**config.mk**
```make
export PLATFORM = sky130hd
export DESIGN_NAME = ahb_master_mux_pipe
export DESIGN_NICKNAME = d
export VERILOG_FILES = /design/src/rtl/ahb_pkg.sv /design/src/rtl/ahb_onehot_mux.sv /design/src/rtl/ahb_master_mux_pipe.sv
export SDC_FILE = /design/constraint.sdc
export NUM_CORES = 1
export LEC_CHECK = 0
export ABC_AREA = 1
export CAP_MARGIN = 20
export CORE_AREA = 2 2 113 115
export CTS_CLUSTER_SIZE = 12
export DETAILED_ROUTE_END_ITERATION = 8
export DIE_AREA = 0 0 115 117
export PLACE_DENSITY = 0.73
export SYNTH_ARGS = -nofsm -noshare
export SYNTH_HDL_FRONTEND = slang
export SYNTH_HIERARCHICAL = 1
export SYNTH_SLANG_ARGS = --single-unit
```
**constraint.sdc**
```tcl
create_clock -name hclk -period 2.86 [get_ports hclk]
set_input_delay 0.286 -clock hclk [delete_from_list [all_inputs] [get_ports hclk]]
set_output_delay 0.286 -clock hclk [all_outputs]
set_load 0.01 [all_outputs]
```
**src/rtl/ahb_pkg.sv**
```systemverilog
// Shared AHB-Lite constants and helpers for the bus-side mux blocks.
package ahb_pkg;

    localparam int HTRANS_W = 2;
    localparam int HSIZE_W  = 3;

    localparam logic [HTRANS_W-1:0] HTRANS_IDLE   = 2'b00;
    localparam logic [HTRANS_W-1:0] HTRANS_BUSY   = 2'b01;
    localparam logic [HTRANS_W-1:0] HTRANS_NONSEQ = 2'b10;
    localparam logic [HTRANS_W-1:0] HTRANS_SEQ    = 2'b11;

    localparam int DEFAULT_MASTER = 0;

    // Only NONSEQ and SEQ start a data phase; IDLE and BUSY do not.
    function automatic logic trans_active(input logic [HTRANS_W-1:0] trans);
        return (trans == HTRANS_NONSEQ) || (trans == HTRANS_SEQ);
    endfunction

endpackage

```
**src/rtl/ahb_onehot_mux.sv**
```systemverilog
// Generic N:1 mux on a binary index; an index with no matching input yields zero.
module ahb_onehot_mux #(
    parameter int N     = 3,
    parameter int W     = 32,
    parameter int SEL_W = 2
) (
    input  logic [N*W-1:0] din,
    input  logic [SEL_W-1:0] sel,
    output logic [W-1:0]   dout
);

    logic [N-1:0] onehot;

    always_comb begin
        onehot = '0;
        for (int i = 0; i < N; i++) begin
            onehot[i] = (sel == SEL_W'(i));
        end
    end

    // AND-OR selection keeps the out-of-range case at zero without a priority chain.
    always_comb begin
        dout = '0;
        for (int i = 0; i < N; i++) begin
            dout = dout | ({W{onehot[i]}} & din[i*W +: W]);
        end
    end

endmodule

```
**src/rtl/ahb_master_mux_pipe.sv**
```systemverilog
// N-master AHB-Lite bus mux with separate address-phase and data-phase ownership.
module ahb_master_mux_pipe
    import ahb_pkg::*;
#(
    parameter int NUM_MASTERS = 3,
    parameter int ADDR_W      = 32,
    parameter int DATA_W      = 32,
    parameter int SEL_W       = 2
) (
    input  logic                          hclk,
    input  logic                          hreset,
    input  logic [NUM_MASTERS*ADDR_W-1:0] m_haddr,
    input  logic [NUM_MASTERS-1:0]        m_hwrite,
    input  logic [NUM_MASTERS*2-1:0]      m_htrans,
    input  logic [NUM_MASTERS*3-1:0]      m_hsize,
    input  logic [NUM_MASTERS*DATA_W-1:0] m_hwdata,
    input  logic [SEL_W-1:0]              mux_sel,
    input  logic                          hready,
    output logic [ADDR_W-1:0]             haddr,
    output logic                          hwrite,
    output logic [1:0]                    htrans,
    output logic [2:0]                    hsize,
    output logic [DATA_W-1:0]             hwdata,
    output logic [SEL_W-1:0]              hmaster,
    output logic [SEL_W-1:0]              hmaster_data,
    output logic                          data_active,
    output logic                          sel_err
);

    localparam int CTRL_W = ADDR_W + 1 + HTRANS_W + HSIZE_W;
    localparam logic [SEL_W:0]   MASTER_LIMIT  = (SEL_W+1)'(NUM_MASTERS);
    localparam logic [SEL_W-1:0] DEFAULT_OWNER = SEL_W'(DEFAULT_MASTER);

    logic [SEL_W-1:0]              addr_owner;
    logic [SEL_W-1:0]              data_owner;
    logic [NUM_MASTERS*CTRL_W-1:0] ctrl_bundle;
    logic [CTRL_W-1:0]             ctrl_sel;
    logic [ADDR_W-1:0]             sel_haddr;
    logic                          sel_hwrite;
    logic [HTRANS_W-1:0]           sel_htrans;
    logic [HSIZE_W-1:0]            sel_hsize;
    logic [DATA_W-1:0]             wdata_sel;
    logic                          sel_in_range;

    for (genvar i = 0; i < NUM_MASTERS; i++) begin : g_bundle
        assign ctrl_bundle[i*CTRL_W +: CTRL_W] = {m_haddr[i*ADDR_W +: ADDR_W],
                                                  m_hwrite[i],
                                                  m_htrans[i*HTRANS_W +: HTRANS_W],
                                                  m_hsize[i*HSIZE_W +: HSIZE_W]};
    end

    ahb_onehot_mux #(
        .N     (NUM_MASTERS),
        .W     (CTRL_W),
        .SEL_W (SEL_W)
    ) u_ctrl_mux (
        .din  (ctrl_bundle),
        .sel  (addr_owner),
        .dout (ctrl_sel)
    );

    ahb_onehot_mux #(
        .N     (NUM_MASTERS),
        .W     (DATA_W),
        .SEL_W (SEL_W)
    ) u_wdata_mux (
        .din  (m_hwdata),
        .sel  (data_owner),
        .dout (wdata_sel)
    );

    assign {sel_haddr, sel_hwrite, sel_htrans, sel_hsize} = ctrl_sel;
    assign sel_in_range = ({1'b0, mux_sel} < MASTER_LIMIT);

    // The slave side must see an idle bus while reset is held, whatever the masters drive.
    always_comb begin
        haddr  = '0;
        hwrite = 1'b0;
        htrans = HTRANS_IDLE;
        hsize  = '0;
        hwdata = '0;
        if (!hreset) begin
            haddr  = sel_haddr;
            hwrite = sel_hwrite;
            htrans = sel_htrans;
            hsize  = sel_hsize;
            if (data_active) begin
                hwdata = wdata_sel;
            end
        end
    end

    // Ownership only advances on HREADY, so a stalled transfer keeps both phases intact.
    always_ff @(posedge hclk) begin
        if (hreset) begin
            addr_owner  <= DEFAULT_OWNER;
            data_owner  <= DEFAULT_OWNER;
            data_active <= 1'b0;
            sel_err     <= 1'b0;
        end else begin
            sel_err <= 1'b0;
            if (hready) begin
                data_owner  <= addr_owner;
                data_active <= trans_active(sel_htrans);
                if (sel_in_range) begin
                    addr_owner <= mux_sel;
                end else begin
                    addr_owner <= DEFAULT_OWNER;
                    sel_err    <= 1'b1;
                end
            end
        end
    end

    assign hmaster      = addr_owner;
    assign hmaster_data = data_owner;

endmodule
```
==> results, run 1 <==
- TritonCTS built the clock tree.
- In this run the critical register-to-register path is launched from hmaster[1]$_SDFFE_PP0P_.
- In this run the cell area of the synthesized design comes to 2530 um2.
- The final worst setup slack is 0.4886 ns.
- The die covers 13460 um2.
- The final count of pins violating max slew was 0.
- The portion of total power attributed to sequential cells is 0.083.
- approximately 290 I/O pins were placed.
- The multi-input combinational cell area is 1823 um2.
- The average instance area after synthesis is 5.040 um2.
- The post-synthesis compound-gate area fraction is 0.007913.
- Of the total synthesized cell area, the portion taken by full adders, half adders and majority gates is 0.
- By area, the combinational part of the netlist is dominated by simple AND/OR/NAND/NOR gates.
- Across the VDD grid, the largest voltage drop is about 0.00018 V.
- The delay of the slowest critical-path stage is 0.53 ns.
- The post-cts sizing count is 0.
- After synthesis, the cell types taking the most area are nand3_1, nand2_1, nor2_1.
- Buffers added to address setup during post-CTS repair amount to 0.
- The flop and latch count out of synthesis is 6.
- The number of max-cap violations is 0.
- TritonCTS created 3 clock buffers.
- The clock arrives with roughly 0.0022 ns of skew.
- The first global-routing pass estimated ~19 mm of wire.
- The region available for standard cell placement spans 12310 um2.
- The effective utilization at floorplan is 0.2055.
- For this run, the share of the core covered by cells in the final layout is 0.4398.
- The class of the tightest hold or removal check is register to register.
- The termination of the worst setup path is hwdata[28].
- The signal on the critical path passes through buf_4 > nor2_8 > nand2_1 > nand3_1 > nand2_2 > nor2_1 > clkdlybuf4s50_1.
- The library cell with the largest summed area after synthesis is nand3_1.
- The synthesized netlist contains 14 unique library cells.
- The filler cell count in the final layout is 1309.
- The clock root buffer is clkbuf_16.
- In this run the number of H-tree levels came out at 1.
- In this run the horizontal extent of the chip is 115 um.
- The post-cts hold buffer count is 0.
- Before CTS, the worst setup slack after placement is 0.7364 ns.
- The post-synthesis simple-gate area fraction is 0.7117.
- The standard cell with the maximum stage delay on the critical path is clkdlybuf4s50_1.
- The clock period minus final worst setup slack is 2.371 ns.
- 0 antenna diodes ended up in the layout.
- The share of total power dissipated in the clock network is 0.206.
- Summed over all nets, the switching power comes to 0.0003980 W.
- The synthesized netlist cell count is roughly 500.
- The remaining number of nets flagged by the antenna check after routing is 0.
- In this run the worst path has a maximum fanout of 32.
- The startpoint of the most critical setup path is hmaster_data[0]$_SDFFE_PP0P_.
- Dividing the detail-routed via count by the number of cells gives 4.584.
- In this run the power density over the cells is approximately 210 nW/um2.
- Of the synthesized area, sequential elements account for 0.04748.
- The routed layout has 4171 vias.
- The number of nets in the synthesized netlist is 717.
- The fraction of layout cells with a size suffix above 1 is 0.04474.
- Once detailed placement completed, the half-perimeter wirelength came to roughly 10 mm.
- Final hold analysis gives a worst-case slack of between 0.5 and 0.6 ns.
- The number of global-route vias before repair is 3736.
- The first detailed-routing pass ran for 5 iterations.
- Data on the critical path is required at its endpoint by 2.57 ns.
- The final setup violation count is 0.
- For this run the aggregate overflow at the end of global routing stands at 0.
- The data arrival at the endpoint of the critical path is about 2.1 ns.
- The total wire length is 12.76 mm.
- The final hold violation count was 0.
- The startpoint-to-endpoint class of the critical path is register to primary output.
- The post-route fraction of the period consumed by the critical path is 0.8291.
- The total of warnings raised by yosys is 6.
- Of the post-synthesis cell area, the part taken by muxes is 0.
- The row count is 41.
- Clock-pin slew was measured on the worst setup and hold paths at 0.04 ns.
- In this run the static leakage power is 2.290 nW.
- The maximum buffer depth of the clock tree is 2.
- The layout net count is 977.
- The proportion of power drawn by combinational gates is 0.711.
- The worst slew slack as a fraction of its limit is 0.6261.
- The worst setup path is captured at a primary output.
- The all-layer global routing usage is 0.1713.
- Setup slack on the worst reg-to-reg path comes out at 1.49 ns.
- The clock latency on the worst-skew pair is 0.23 ns.
- The launching element type of the critical path is a register.
- Setup repair after global routing left no endpoint under its margin.
- The endpoint of the worst-slack reg-to-reg timing path is data_active$_SDFFE_PP0P_.
- Registers take 120.1 um2.
- The first-iteration detailed-routing DRC count is 340.
- The internal portion of the total power is 0.0007395 W.
- The share of total power consumed by net switching is 0.3499.
- Routability-driven placement finished with a final weighted congestion of 0.8493.
- Of the post-synthesis cell area, the dominant cell type holds 0.4194.
- The number of cells on the worst reg-to-reg path is 7.
- The number of remaining DRC errors is 0.
- For the pin with the worst max-slew slack, the measured transition is 0.5601 ns.
- For this run, the top clock speed supported by timing is 421.7 MHz.
- Relative to the synthesized area, the layout overhead comes to 114.0%.
- The flow ran to the end, and the final reports show no timing, DRC or antenna violations.
- Entering global routing, the biggest net connects 73 pins.
- The number of antenna violations at the first check in global routing is 0.
- Of the total synthesized cell area, the portion taken by XOR and XNOR cells is 0.
- Measured along the y axis, the die boundary spans ~120 um.
- The clock drives 6 sinks.
- After routing, the total negative slack on setup checks comes to 0 ns.
- In the final routed layout, each cell accounts on average for between 10 and 15 um.
- The count of port buffers added during placement is a little under 300.
==> synthesized netlist by cell type <==
master / count
buf_2: 15
buf_4: 11
buf_6: 22
buf_8: 1
dfxtp_1: 6
inv_1: 40
inv_2: 5
nand2_1: 94
nand2_2: 9
nand3_1: 212
nand4_1: 1
nor2_1: 81
nor2_8: 1
o21ai_0: 4
==> through the flow <==
| stage | cell area (um2) | total power, W | cells |
|---|---|---|---|
| 2_1_floorplan | 2530 | 0.0004587 | 502 |
| 3_5_place_dp | 5340 | 0.0009060 | 907 |
| 3_3_place_gp | 5340 | 0.0009037 | 907 |
| 4_1_cts | 5415 | 0.001153 | 910 |
| 6_report | 5415 | 0.001137 | 910 |
| 5_1_grt | 5415 | 0.001228 | 910 |
==> power groups by stage <==
| stage | logic [W] | registers, W | clock network, W |
|---|---|---|---|
| global route | 0.000881 | 0.0000955 | 0.000251 |
| detailed placement | 0.000810 | 0.0000962 | 0 |
| finish | 0.000808 | 0.0000946 | 0.000235 |
| CTS | 0.000814 | 0.0000948 | 0.000244 |
| floorplan | 0.000362 | 0.0000966 | 0 |
| global placement | 0.000808 | 0.0000958 | 0 |
==> worst max-delay path: cells and delay by family, from the launching register on <==
family	cells	cell delay, ns
AND/OR/NAND/NOR	5	0.78
buffers and inverters	2	0.74
flip-flops	1	0.32
==> worst min path at each step <==
stage	endpoint	cells after the start	slack [ns]	from
CTS	sel_err$_SDFF_PP0_	3	0.56	hreset
global route	sel_err$_SDFF_PP0_	3	0.58	hreset
floorplan	sel_err$_SDFF_PP0_	2	0.41	hready
detailed placement	data_active$_SDFFE_PP0P_	2	0.55	data_active$_SDFFE_PP0P_
finish	data_active$_SDFFE_PP0P_	2	0.56	data_active$_SDFFE_PP0P_
global placement	data_active$_SDFFE_PP0P_	2	0.55	data_active$_SDFFE_PP0P_
==> metal layers <==
layer  wire, um  GRT usage
met5          0          0
met3       1254    0.04222
met4        157    0.02570
met1       5136     0.2118
met2       6210     0.3078
==> state kept, by name, summed over array words and instances (netlist names) <==
signal / count
sel_err: 1
data_active: 1
hmaster: 2
hmaster_data: 2
==> cells in the final DEF, fill, tap and decap left out, drive strengths merged <==
cell,n
inv,45
buf,15
nor2,82
nand3,212
dfxtp,6
clkbuf,3
nand2,103
nand4,1
o21ai,4
clkdlybuf4s50,289
==> kinds of logic after synthesis <==
group	after synthesis
flops	6
buf+inv	94
compound gates	4
simple gates	398
==> cell type report <==
| class | instances | share of cell area |
|---|---|---|
| repair buffers | 304 | 0.5615 |
| multi-input cells | 402 | 0.3366 |
| inverters | 45 | 0.03119 |
| well taps | 150 | 0.03466 |
| clock buffers | 3 | 0.01386 |
| flip-flops and latches | 6 | 0.02218 |
Note: power is estimated with default switching activity, not from simulation.
==> inputs of run 2 (changes only) <==
--- a/config.mk
+++ b/config.mk
@@ -11,7 +11,7 @@
 export CTS_CLUSTER_SIZE = 12
 export DETAILED_ROUTE_END_ITERATION = 8
 export DIE_AREA = 0 0 115 117
-export PLACE_DENSITY = 0.73
+export PLACE_DENSITY = 0.76
 export SYNTH_ARGS = -nofsm -noshare
 export SYNTH_HDL_FRONTEND = slang
 export SYNTH_HIERARCHICAL = 1
==> constraint.sdc (replaced) <==
create_clock -name hclk -period 2 [get_ports hclk]
set_input_delay 0.2 -clock hclk [delete_from_list [all_inputs] [get_ports hclk]]
set_output_delay 0.2 -clock hclk [all_outputs]
set_load 0.01 [all_outputs]
==> run 2 against run 1 <==
  * Routed wire length up 0.69%
  * Hold slack worse by 0.032 ns
  * Power increased by 45%
  * Critical path depth is the same
  * Sequential share of layout area about the same
  * Via count rose by 2.3%
  * Highest routed layer unchanged
==> results, run 2 (same netlist as run 1, synthesis figures left out) <==
- The remaining number of nets flagged by the antenna check after routing is 0 (unchanged).
- The post-route fraction of the period consumed by the critical path is 0.9597.
- The clock period minus final worst setup slack is 1.919 ns.
- The final setup TNS is 0 ns (unchanged).
- The slew at the pin closest to its max-slew limit was 0.3043 ns (-0.2558 ns).
- The highest net fanout along the worst path is 24 (-25%).
- The die extent in x is 115 um (unchanged).
- The slowest stage of the critical path belongs to the cell clkdlybuf4s50_1.
- The peak ir drop on the vdd network was 0.0001522 V (-17%).
- The final setup violation count is 0 (unchanged).
- The delay of the slowest critical-path stage is 0.56 ns (+0.03 ns).
- The power density normalized to cell area is 293.5 nW/um2 (+40%).
- The clock transition at the registers of the reported paths is 0.03 ns (about the same).
- The clock latency on the worst-skew pair is 0.23 ns (about the same).
- The worst setup slack before clock tree synthesis was 0.08402 ns (-0.6524 ns).
- The antenna cell count was 0 (unchanged).
- The number of placed I/O pins came to 291 (unchanged).
- The routing usage on met1 is 0.2035 (-0.008259).
- The number of remaining DRC errors is 0 (unchanged).
- The final worst setup slack is 0.08062 ns (-0.4080 ns).
- TritonCTS built the clock tree.
- The first-iteration detailed-routing DRC count is 227 (-33%).
- The setup skew after layout was 0.0005263 ns (-0.001683 ns).
- The data arrival at the endpoint of the critical path is 1.72 ns (-0.37 ns).
- The core area was 12310 um2 (unchanged).
- The worst slew slack as a fraction of its limit is 0.7972 (+0.1711).
- The routability congestion estimate is 0.8455 (-0.45%).
- The placed wire-length estimate is 10.17 mm (+1.5%).
- The fraction of layout cells with a size suffix above 1 was 0.06218 (+0.01744).
- The most frequent cell on the critical path is nand3_1.
- The TritonCTS buffer count is 3 (unchanged).
- The static leakage is 2.767 nW (+21%).
- The total wire length came to 12.85 mm (+0.69%).
- The kind of end point of the critical path is a primary output.
- The fmax is 521.0 MHz.
- The met2 track utilization from global routing is 0.3239 (+0.01608).
- The H-tree depth reported by CTS is 1 (unchanged).
- The class of the tightest hold or removal check is input pin to register.
- The effective utilization at floorplan came to 0.2055 (unchanged).
- The number of max-cap violations is 0 (unchanged).
- The synthesis-to-layout area growth is 122.9%.
- The row count was 41 (unchanged).
- The first-pass GRT wire length is 18.77 mm (+0.18%).
- The all-layer global routing usage is 0.1721 (+0.0007960).
- The startpoint-to-endpoint class of the critical path is register to primary output.
- The die boundary height is 117 um (unchanged).
- The number of global-route vias before repair is 3702 (-0.91%).
- The routed via count came to 4266 (+2.3%).
- The required time at the endpoint of the critical path is 1.80 ns (-0.77 ns).
- The post-cts hold buffer count is 0 (unchanged).
- The number of iterations in the first detailed-routing pass is 5 (unchanged).
- The maximum buffer depth of the clock tree is 2 (unchanged).
- The run finished with clean final reports.
- The largest net degree at the start of global routing is 38 (-48%).
- The library cells used most frequently in the layout, excluding fill and tap cells, are clkdlybuf4s50_1, nand3_1, nand2_1, nor2_1, dlygate4sd2_1.
- The number of sinks on the clock net was 6 (unchanged).
- The layout net count is 989 (+1.2%).
- met2 is the most crowded layer.
- The routed wirelength normalized by instance count is 13.93 um (-0.62%).
- The total grt overflow came to 0 (unchanged).
- The clock root buffer is clkbuf_16.
- The number of antenna violations at the first check in global routing came to 0 (unchanged).
- Setup repair after global routing could not meet its margin everywhere.
- The fraction of met3 tracks used by global routing is 0.03965 (-0.002575).
- The final hold violation count is 0 (unchanged).
- The cell area reported after detailed placement is 5523 um2 (+3.4%).
- Traced cell by cell, the critical path runs through inv_2 > buf_12 > nand3_1 > nand3_1 > inv_1 > nor2_1 > clkdlybuf4s50_1.
- The final count of pins violating max slew is 0 (unchanged).
- The final non-filler cell area is 5639 um2 (+4.1%).
- The routed via count divided by cell count is 4.627 (+0.95%).
- The die outline area is 13460 um2 (unchanged).
- The worst setup path is launched from a register.
- The count of port buffers added during placement is 290 (unchanged).
- The library cell used most frequently in the layout, excluding fill and tap cells, is clkdlybuf4s50_1.
- The filler cell count in the final layout is 1322 (+0.99%).
run 2: cell types whose count changed in the layout (fill, tap and decap cells not counted), sizes merged:
cell and change:
clkdlybuf4s50 -60, bufbuf +1, dlygate4sd2 +50, buf +11, dlymetal6s2s +10
run 2: final cells by class:
cell class	instances	area [um2]	share of cell area
multi-input cells	402	1828	0.3242
repair buffers	316	3249	0.5762
flip-flops and latches	6	125.1	0.02219
well taps	150	187.7	0.03328
clock buffers	3	75.07	0.01331
inverters	45	173.9	0.03084
run 2: stage by stage:
step,power [W],hold slack [ns],instances,utilization
final,0.001655,0.5275,922,0.4580
after detailed placement,0.001345,0.6184,918,0.4486
after global placement,0.001344,0.6180,918,0.4486
after floorplan,0.0006559,0.3259,502,-
after global routing,0.001780,0.5671,922,0.4580
after CTS,0.001670,0.5197,922,0.4540
run 2: critical path, delay by kind of cell, from the launching register on:
family | cells | cell delay [ns]
buf+inv | 4 | 0.89
flops | 1 | 0.35
simple gates | 3 | 0.24
run 2: worst paths after layout:
path | from | to | slack (ns) | cells past startpoint
hold reg to reg | data_active$_SDFFE_PP0P_ | data_active$_SDFFE_PP0P_ | 0.63 | 2
setup / recovery | hmaster[1]$_SDFFE_PP0P_ | haddr[27] | 0.08 | 7
setup reg to reg | hmaster[1]$_SDFFE_PP0P_ | data_active$_SDFFE_PP0P_ | 0.88 | 6
hold / removal | hreset | sel_err$_SDFF_PP0_ | 0.53 | 3
run 2: metal layers:
metal / vias up / share of wire / wire length (um)
li1: 2181 / - / -
met1: 1864 / 0.40 / 5111
met2: 209 / 0.50 / 6466
met3: 12 / 0.090 / 1158
met4: 0 / 0.0085 / 109
met5: - / 0 / 0
run 2: timing repair:
item | CTS | global route
gates resized for setup | 57 | 17
setup buffers | 0 | 0
endpoints found under the setup margin | 65 | 16
gates cloned | 1 | 0
run 2: power breakdown:
group,switching (W),leakage [nW],internal [W]
Clock,0.0000684,0.0370,0.000257
Combinational,0.000492,2.68,0.000700
Sequential,0.0000114,0.0505,0.000127
Total,0.000572,2.77,0.00108
